==> src/rtl/tank_move_ctrl.sv <==
// tank_move_ctrl: per-tank movement and fire controller.
// Commands are sampled only on frame ticks. Position is clamped to the playfield.
// Facing, movement state and fire cooldown are tracked here.
// Optional feature macro: TANK_OBSTACLE_STOP_EN. When it is defined, the module has a
// `blocked` input that freezes position while every other update carries on.
module tank_move_ctrl #(
    parameter int          POS_W     = 10,
    parameter int          SPEED_W   = 3,
    parameter int          MAP_W     = 640,
    parameter int          MAP_H     = 480,
    parameter int          TANK_SIZE = 32,
    parameter int          INIT_X    = 304,
    parameter int          INIT_Y    = 448,
    parameter logic [1:0]  INIT_DIR  = 2'b00,
    parameter int          COOLDOWN  = 30
) (
    input  logic               clk,
    input  logic               rst,
    input  logic               tick,
    input  logic               up,
    input  logic               down,
    input  logic               left,
    input  logic               right,
    input  logic               fire,
    input  logic [SPEED_W-1:0] speed,
`ifdef TANK_OBSTACLE_STOP_EN
    input  logic               blocked,
`endif
    output logic [POS_W-1:0]   pos_x,
    output logic [POS_W-1:0]   pos_y,
    output logic [1:0]         direction,
    output logic [1:0]         state,
    output logic               fire_pulse,
    output logic               ready
);

    localparam int              CNT_W   = $clog2(COOLDOWN + 1);
    localparam logic [POS_W:0]  MAX_X   = (POS_W + 1)'(MAP_W - TANK_SIZE);
    localparam logic [POS_W:0]  MAX_Y   = (POS_W + 1)'(MAP_H - TANK_SIZE);
    localparam logic [CNT_W-1:0] CD_LOAD = CNT_W'(COOLDOWN);

    typedef enum logic [1:0] {
        IDLE   = 2'b00,
        MOVE   = 2'b01,
        RELOAD = 2'b10
    } state_t;

    typedef enum logic [1:0] {
        DIR_UP    = 2'b00,
        DIR_DOWN  = 2'b01,
        DIR_LEFT  = 2'b10,
        DIR_RIGHT = 2'b11
    } dir_t;

    state_t            state_q, state_d;
    dir_t              dir_q, dir_d;
    logic [POS_W-1:0]  pos_x_q, pos_x_d;
    logic [POS_W-1:0]  pos_y_q, pos_y_d;
    logic [CNT_W-1:0]  cnt_q, cnt_d;
    logic              pulse_q, pulse_d;

    logic              dir_active;
    logic              hold_pos;
    logic [POS_W:0]    s_ext, x_ext, y_ext;
    logic [POS_W:0]    x_inc, x_dec, y_inc, y_dec;

`ifdef TANK_OBSTACLE_STOP_EN
    assign hold_pos = blocked;
`else
    assign hold_pos = 1'b0;
`endif

    assign dir_active = up | down | left | right;

    // One extra bit of headroom on the arithmetic, so that clamping never sees a wrapped value.
    assign s_ext = (POS_W + 1)'(speed);
    assign x_ext = {1'b0, pos_x_q};
    assign y_ext = {1'b0, pos_y_q};
    assign x_inc = x_ext + s_ext;
    assign y_inc = y_ext + s_ext;
    assign x_dec = x_ext - s_ext;
    assign y_dec = y_ext - s_ext;

    // State, position, facing and cooldown registers.
    always_ff @(posedge clk or posedge rst) begin
        if (rst) begin
            state_q <= IDLE;
            dir_q   <= dir_t'(INIT_DIR);
            pos_x_q <= POS_W'(INIT_X);
            pos_y_q <= POS_W'(INIT_Y);
            cnt_q   <= '0;
            pulse_q <= 1'b0;
        end else begin
            state_q <= state_d;
            dir_q   <= dir_d;
            pos_x_q <= pos_x_d;
            pos_y_q <= pos_y_d;
            cnt_q   <= cnt_d;
            pulse_q <= pulse_d;
        end
    end

    // Next-state logic: direction arbitration, clamped movement, cooldown and state.
    always_comb begin
        state_d = state_q;
        dir_d   = dir_q;
        pos_x_d = pos_x_q;
        pos_y_d = pos_y_q;
        cnt_d   = cnt_q;
        pulse_d = 1'b0;

        if (tick) begin
            if (up)
                dir_d = DIR_UP;
            else if (down)
                dir_d = DIR_DOWN;
            else if (left)
                dir_d = DIR_LEFT;
            else if (right)
                dir_d = DIR_RIGHT;

            if (dir_active && !hold_pos) begin
                if (up)
                    pos_y_d = (y_ext < s_ext) ? '0 : y_dec[POS_W-1:0];
                else if (down)
                    pos_y_d = (y_inc > MAX_Y) ? MAX_Y[POS_W-1:0] : y_inc[POS_W-1:0];
                else if (left)
                    pos_x_d = (x_ext < s_ext) ? '0 : x_dec[POS_W-1:0];
                else
                    pos_x_d = (x_inc > MAX_X) ? MAX_X[POS_W-1:0] : x_inc[POS_W-1:0];
            end

            // While the cooldown is running, fire is dropped rather than queued.
            if (cnt_q != '0) begin
                cnt_d = cnt_q - 1'b1;
            end else if (fire) begin
                cnt_d   = CD_LOAD;
                pulse_d = 1'b1;
            end

            if (cnt_d != '0)
                state_d = RELOAD;
            else if (dir_active)
                state_d = MOVE;
            else
                state_d = IDLE;
        end
    end

    assign pos_x      = pos_x_q;
    assign pos_y      = pos_y_q;
    assign direction  = dir_q;
    assign state      = state_q;
    assign fire_pulse = pulse_q;
    assign ready      = (cnt_q == '0);

endmodule

==> config.mk <==
export PLATFORM = sky130hd
export DESIGN_NAME = tank_move_ctrl
export DESIGN_NICKNAME = d
export VERILOG_FILES = /design/src/rtl/tank_move_ctrl.sv
export SDC_FILE = /design/constraint.sdc
export NUM_CORES = 1
export LEC_CHECK = 0
export BUFFER_PORTS_ARGS = -buffer_cell sky130_fd_sc_hd__buf_4
export CAP_MARGIN = 5
export CORE_ASPECT_RATIO = 0.6
export CORE_UTILIZATION = 63
export DETAILED_ROUTE_END_ITERATION = 10
export GPL_TIMING_DRIVEN = 1
export PLACE_DENSITY = 0.95
export SYNTH_ARGS = -nofsm -noshare
export SYNTH_HDL_FRONTEND = slang
export SYNTH_SLANG_ARGS = --single-unit
==> constraint.sdc <==
create_clock -name clk -period 5.95 [get_ports clk]
set_input_delay 0 -clock clk [delete_from_list [all_inputs] [get_ports clk]]
set_output_delay 0 -clock clk [all_outputs]
set_load 0.05 [all_outputs]
# ---- After elaboration in Yosys (flattened, before gate mapping)
# Cells that the tools add are included.
dict set report word_totals {
  out_inout_bits 26
  ram_bits 0
  latchBits 0
  memories 0
  in_bits 11
  romBits 0
  wordCells 47
  regBits 30
}
dict set report classes {
  shift 0
  order_cmp 4
  n_mul 0
  n_div 0
  muxes 19
  n_reduce_logical 8
  n_bitwise 5
  addsub 5
  n_eq_ne 0
}
# operator count
set ops {}
lappend ops {{$mux W10} 7}
lappend ops {{$add A10 B3 Y11} 2}
lappend ops {{$lt A10 B3 Y1} 2}
lappend ops {{$sub A10 B3 Y10} 2}
lappend ops {{$mux W5} 3}
lappend ops {{$gt A11 B10 Y1 const B} 1}
lappend ops {{$gt A11 B9 Y1 const B} 1}
lappend ops {{$mux W2} 5}
lappend ops {{$reduce_bool A5 Y1} 2}
lappend ops {{$logic_not A5 Y1} 1}
lappend ops {{$sub A5 B1 Y5 const B} 1}
lappend ops {{$mux W1} 4}
lappend ops {{$reduce_and A4 Y1} 1}
lappend ops {{$reduce_bool A4 Y1} 1}
lappend ops {{$or A1 B1 Y1} 3}
lappend ops {{$reduce_and A3 Y1} 1}
lappend ops {{$not A1 Y1} 2}
lappend ops {{$reduce_and A2 Y1} 1}
lappend ops {{$reduce_bool A2 Y1} 1}

# ---- Logic depth before layout (Yosys ltp)
dict set report depth {
  depth_word 5
  ltp_mapped 10
}

# ---- Worst setup path before layout
# OpenSTA, ideal clock, no wires.
dict set report synth_timing {
  path_type {reg2reg}
  startpoint {register pos_x_q[0] (netlist: pos_x[0])}
  endpoint {register pos_x_q[7] (netlist: pos_x[7])}
  path_slack_ns 3.271
  setup_time_ns 0.146
  t_required_ns 5.804
  path_stages_with_launch 11
  synth_period_minus_slack_ns 2.679
  arrival_ns 2.533
  cell_sequence {dfrtp_1 > inv_1 > ha_1 > inv_1 > fa_1 > a2111oi_2 > nand3_1 > and3_1 > a21oi_1 > o21a_1 > o32ai_2}
}
dict set report synth_via {
  elab_chain_len 4
  word_cells_on_any_way 7
  cone_classes {add/sub: 2; order compare: 2; mux: 3}
}
# item line
set synth_rtl {}
lappend synth_rtl {{from (decl)} 57} ;# logic [POS_W-1:0] pos_x_q, pos_x_d;
lappend synth_rtl {{from (signal assigned)} 89} ;# pos_x_q <= POS_W'(INIT_X);
lappend synth_rtl {{from (signal assigned)} 96} ;# pos_x_q <= pos_x_d;
lappend synth_rtl {{$add A10 B3 Y11} 79} ;# assign x_inc = x_ext + s_ext;
lappend synth_rtl {{$gt A11 B10 Y1} 130} ;# pos_x_d = (x_inc > MAX_X) ? MAX_X[POS_W-1:0] : x_inc[POS_W-1:0];
lappend synth_rtl {{$mux W10} 130}
lappend synth_rtl {{$mux W10 (*)} 127} ;# else if (left)
# Every way passes the cells marked *; elsewhere a longest branch is shown, timed or not.
# A chain may end at the register's enable or synchronous reset.

# ---- Worst setup path in the final report
# Same ends and word-level chain as after synthesis.

==> reports/qor.yml <==
syn_area_mm2: 0.00282
nets: 400
die_x_um: 88.4
pwr-share-seq: 0.265
clock_power_share: 0.110
clock_latency_ns: 0.29
register_area_um2: 758
grt_antenna_before_repair: 0
drive_above_1_share: 0.180
synth_nets: 374
std_cell_rows: 18
numPortBuffers: 36
synth_top_family_by_area: "compound AO/OA/AOI/OAI gates"
synth_area_per_cell_um2: 8.15
setup_viol: 0
yosys.area.top_type: "dfrtp_1"
yosys_warnings: 0
path_common_cell: "inv_1"
start_util: 0.674
cts_setup_buffers: 0
firstDrtPassIters: 8
cp-end-kind: "flip-flop"
critPathTopFamily: "compound AO/OA/AOI/OAI gates"
synth_edf_count: 0
diodes: 0
net-switching-power_uw: 900
fmax_ghz: 0.358
setup_ws_ns: 3.15
worst_pin_slew_ns: 0.957
syn_inst: 346
cap_violations: 0
grt_pass1_wl_um: 13000
slew_viol_final: 0
hold_class: "in -> reg"
post-route-period-util: 0.470
status: "completed"
yosys.area_share.adder: 0.0860
overflow: 0
design.die.area_mm2: 0.00476
ys_top_cells_by_area: "dfrtp_1 (21%), ha_1 (5.8%), dfstp_2 (5.6%)"
area_growth_pct: 13.5
grt_max_degree: 31
drt_iter0_markers: 307
p_sw_frac: 0.540
cts_made_buffers: 5
place_ws_ns: 3.25
dp_hpwl_um: 5750
ys_seq_area_frac: 0.269
clock_path_buffers: 2
synth_xor_area_frac: 0.0279
critPathLaunchType: "flip-flop"
cp_slowest_cell: "a2111oi_2"
period_needed_ns: 2.80
worstPathRequired_ns: 6.10
synth_mux_area_frac: 0
rsz0062_at_grt: "false"
finClkSkew_ns: 0.00651
ys.flop_type: "dfrtp_1"
cts_tree: "built"
io_pins: 37
critPathMaxFanout: 5
grt_use_total: 0.370
routed_wl_um: 8050
critPathBufInv: 2
route.detailed.drc: 0
tns_ns: 0
cts-root-buf: "clkbuf_8"
synth_top_cell_area_share: 0.213
place_congestion: 0.938
crit_arrival_ns: 2.94
synth-compound-area-share: 0.315
worstPathCellList: "inv_1, ha_1, inv_1, fa_1, a2111oi_2, nand3_1, and3_1, a21oi_1, o21a_1, o32ai_2"
cpPeakStageDelay_ns: 0.57
cts_sinks: 30
p_int_uw: 767
wl_per_cell_um: 18.6
grt_pass1_vias: 2621
ys_types: 69
ant_nets: 0
hold_viol_final: 0
p_leak_nw: 1.34
synth-simple-area-share: 0.246
max_slew_margin: 0.357
ir_drop_uv: 291
multi_input_comb_area_mm2: 0.00190
ys_async_sr_fraction: 1.00
ys_ff_latch: 30
n_fill_cell: 304
num_vias: 2975
drt-vias-per-instance: 6.87
htree_levels: 2
combinationalPowerShare: 0.625
clk_pin_slew_worst_paths_ns: 0.07
core_mm2: 0.00419
power.density_mw_per_mm2: 521
fp.dieH_um: 53.8
critPathKind: "reg -> reg"
[Yosys cell counts, types with 7 or more instances]
| library cell | number |
|---|---|
| nor3_1 | 16 |
| clkbuf_1 | 14 |
| nand3_1 | 11 |
| dfrtp_1 | 24 |
| nor2_1 | 24 |
| a21oi_1 | 20 |
| ha_1 | 13 |
| inv_1 | 18 |
| and3_1 | 7 |
| o21a_1 | 7 |
| nand2_1 | 34 |
| xnor2_1 | 7 |
| o21ai_0 | 21 |
[kinds of logic (layout without fill, tap and decap cells)]
kind of cell             count (synthesis)  in the layout
AND/OR/NAND/NOR                        133            133
AO/OA/AOI/OAI                          118            118
buffers and inverters                   39             66
flip-flops                              30             30
adder cells (fa/ha/maj)                 17             17
XOR/XNOR                                 9              9
[worst min-delay path, stage by stage]
cell,delay (ns)
buf_4,0.12
o41ai_1,0.08
o21ai_0,0.06
[power by group through the flow]
stage	registers [mW]	logic [mW]	clock network, mW
after CTS	0.436	1.02	0.183
final	0.442	1.04	0.183
after floorplan	0.573	0.627	0
after global routing	0.460	1.12	0.192
after global placement	0.431	0.981	0
after detailed placement	0.437	1.01	0
[state kept, by name (all words and copies together) (netlist names)]
| register | cells |
|---|---|
| pos_y | 10 |
| direction | 2 |
| fire_pulse | 1 |
| state | 2 |
| pos_x | 10 |
| cnt_q | 5 |
[placed cells by master, fill, tap and decap left out, types with 7 or more instances in the layout]
master   synthesis  final
o21ai_0         21     21
dfrtp_1         24     24
buf_4            0     37
o21a_1           7      7
nor3_1          16     16
nand2_1         34     34
a21oi_1         20     20
nor2_1          24     24
ha_1            13     13
and3_1           7      7
nand3_1         11     11
xnor2_1          7      7
inv_1           18     18
[stage by stage]
| step | util | power (mW) | hold slack, ns | area (µm²) | std cells |
|---|---|---|---|---|---|
| after detailed placement | 0.737 | 1.45 | 0.108 | 3090 | 423 |
| after global placement | 0.737 | 1.41 | 0.108 | 3090 | 423 |
| after floorplan | - | 1.20 | 0.0864 | 2820 | 346 |
| after global routing | 0.764 | 1.77 | 0.0221 | 3200 | 433 |
| after CTS | 0.764 | 1.64 | 0.00482 | 3200 | 433 |
| final | 0.764 | 1.67 | 0.00600 | 3200 | 433 |
[timing repair]
item                      in CTS  in global routing
hold buffers                   2                  0
hold endpoints to repair      25                  0
gates resized for setup        0                  0
[final timing paths]
path	cells after the start	end	startpoint	slack, ns
setup / recovery	10	pos_x[7]$_DFFE_PP0P_	pos_x[0]$_DFFE_PP0P_	3.15
hold / removal	3	state[0]$_DFFE_PP0P_	down	0.006
setup reg to reg	10	pos_x[7]$_DFFE_PP0P_	pos_x[0]$_DFFE_PP0P_	3.15
hold reg to reg	2	state[1]$_DFFE_PP0P_	state[1]$_DFFE_PP0P_	0.51
max in group asynchronous	4	pos_y[8]$_DFFE_PP1P_	rst	5.27
min in group asynchronous	4	pos_x[6]$_DFFE_PP0P_	rst	0.35
[final cells by class]
class | count | share of cell area
Timing Repair Buffer | 39 | 0.0930
Multi-Input combinational cell | 277 | 0.595
Sequential cell | 30 | 0.237
Tap cell | 60 | 0.0234
Clock buffer | 6 | 0.0258
Inverter | 19 | 0.0223
Clock inverter | 2 | 0.00391
[routing by layer]
layer	global-route usage	up-vias	share of wire
li1	-	1331	-
met3	0.123	25	0.14
met2	0.518	254	0.40
met1	0.531	1365	0.43
met5	0	-	0
met4	0.134	0	0.022
No activity file was read; power rests on OpenSTA's default activity.
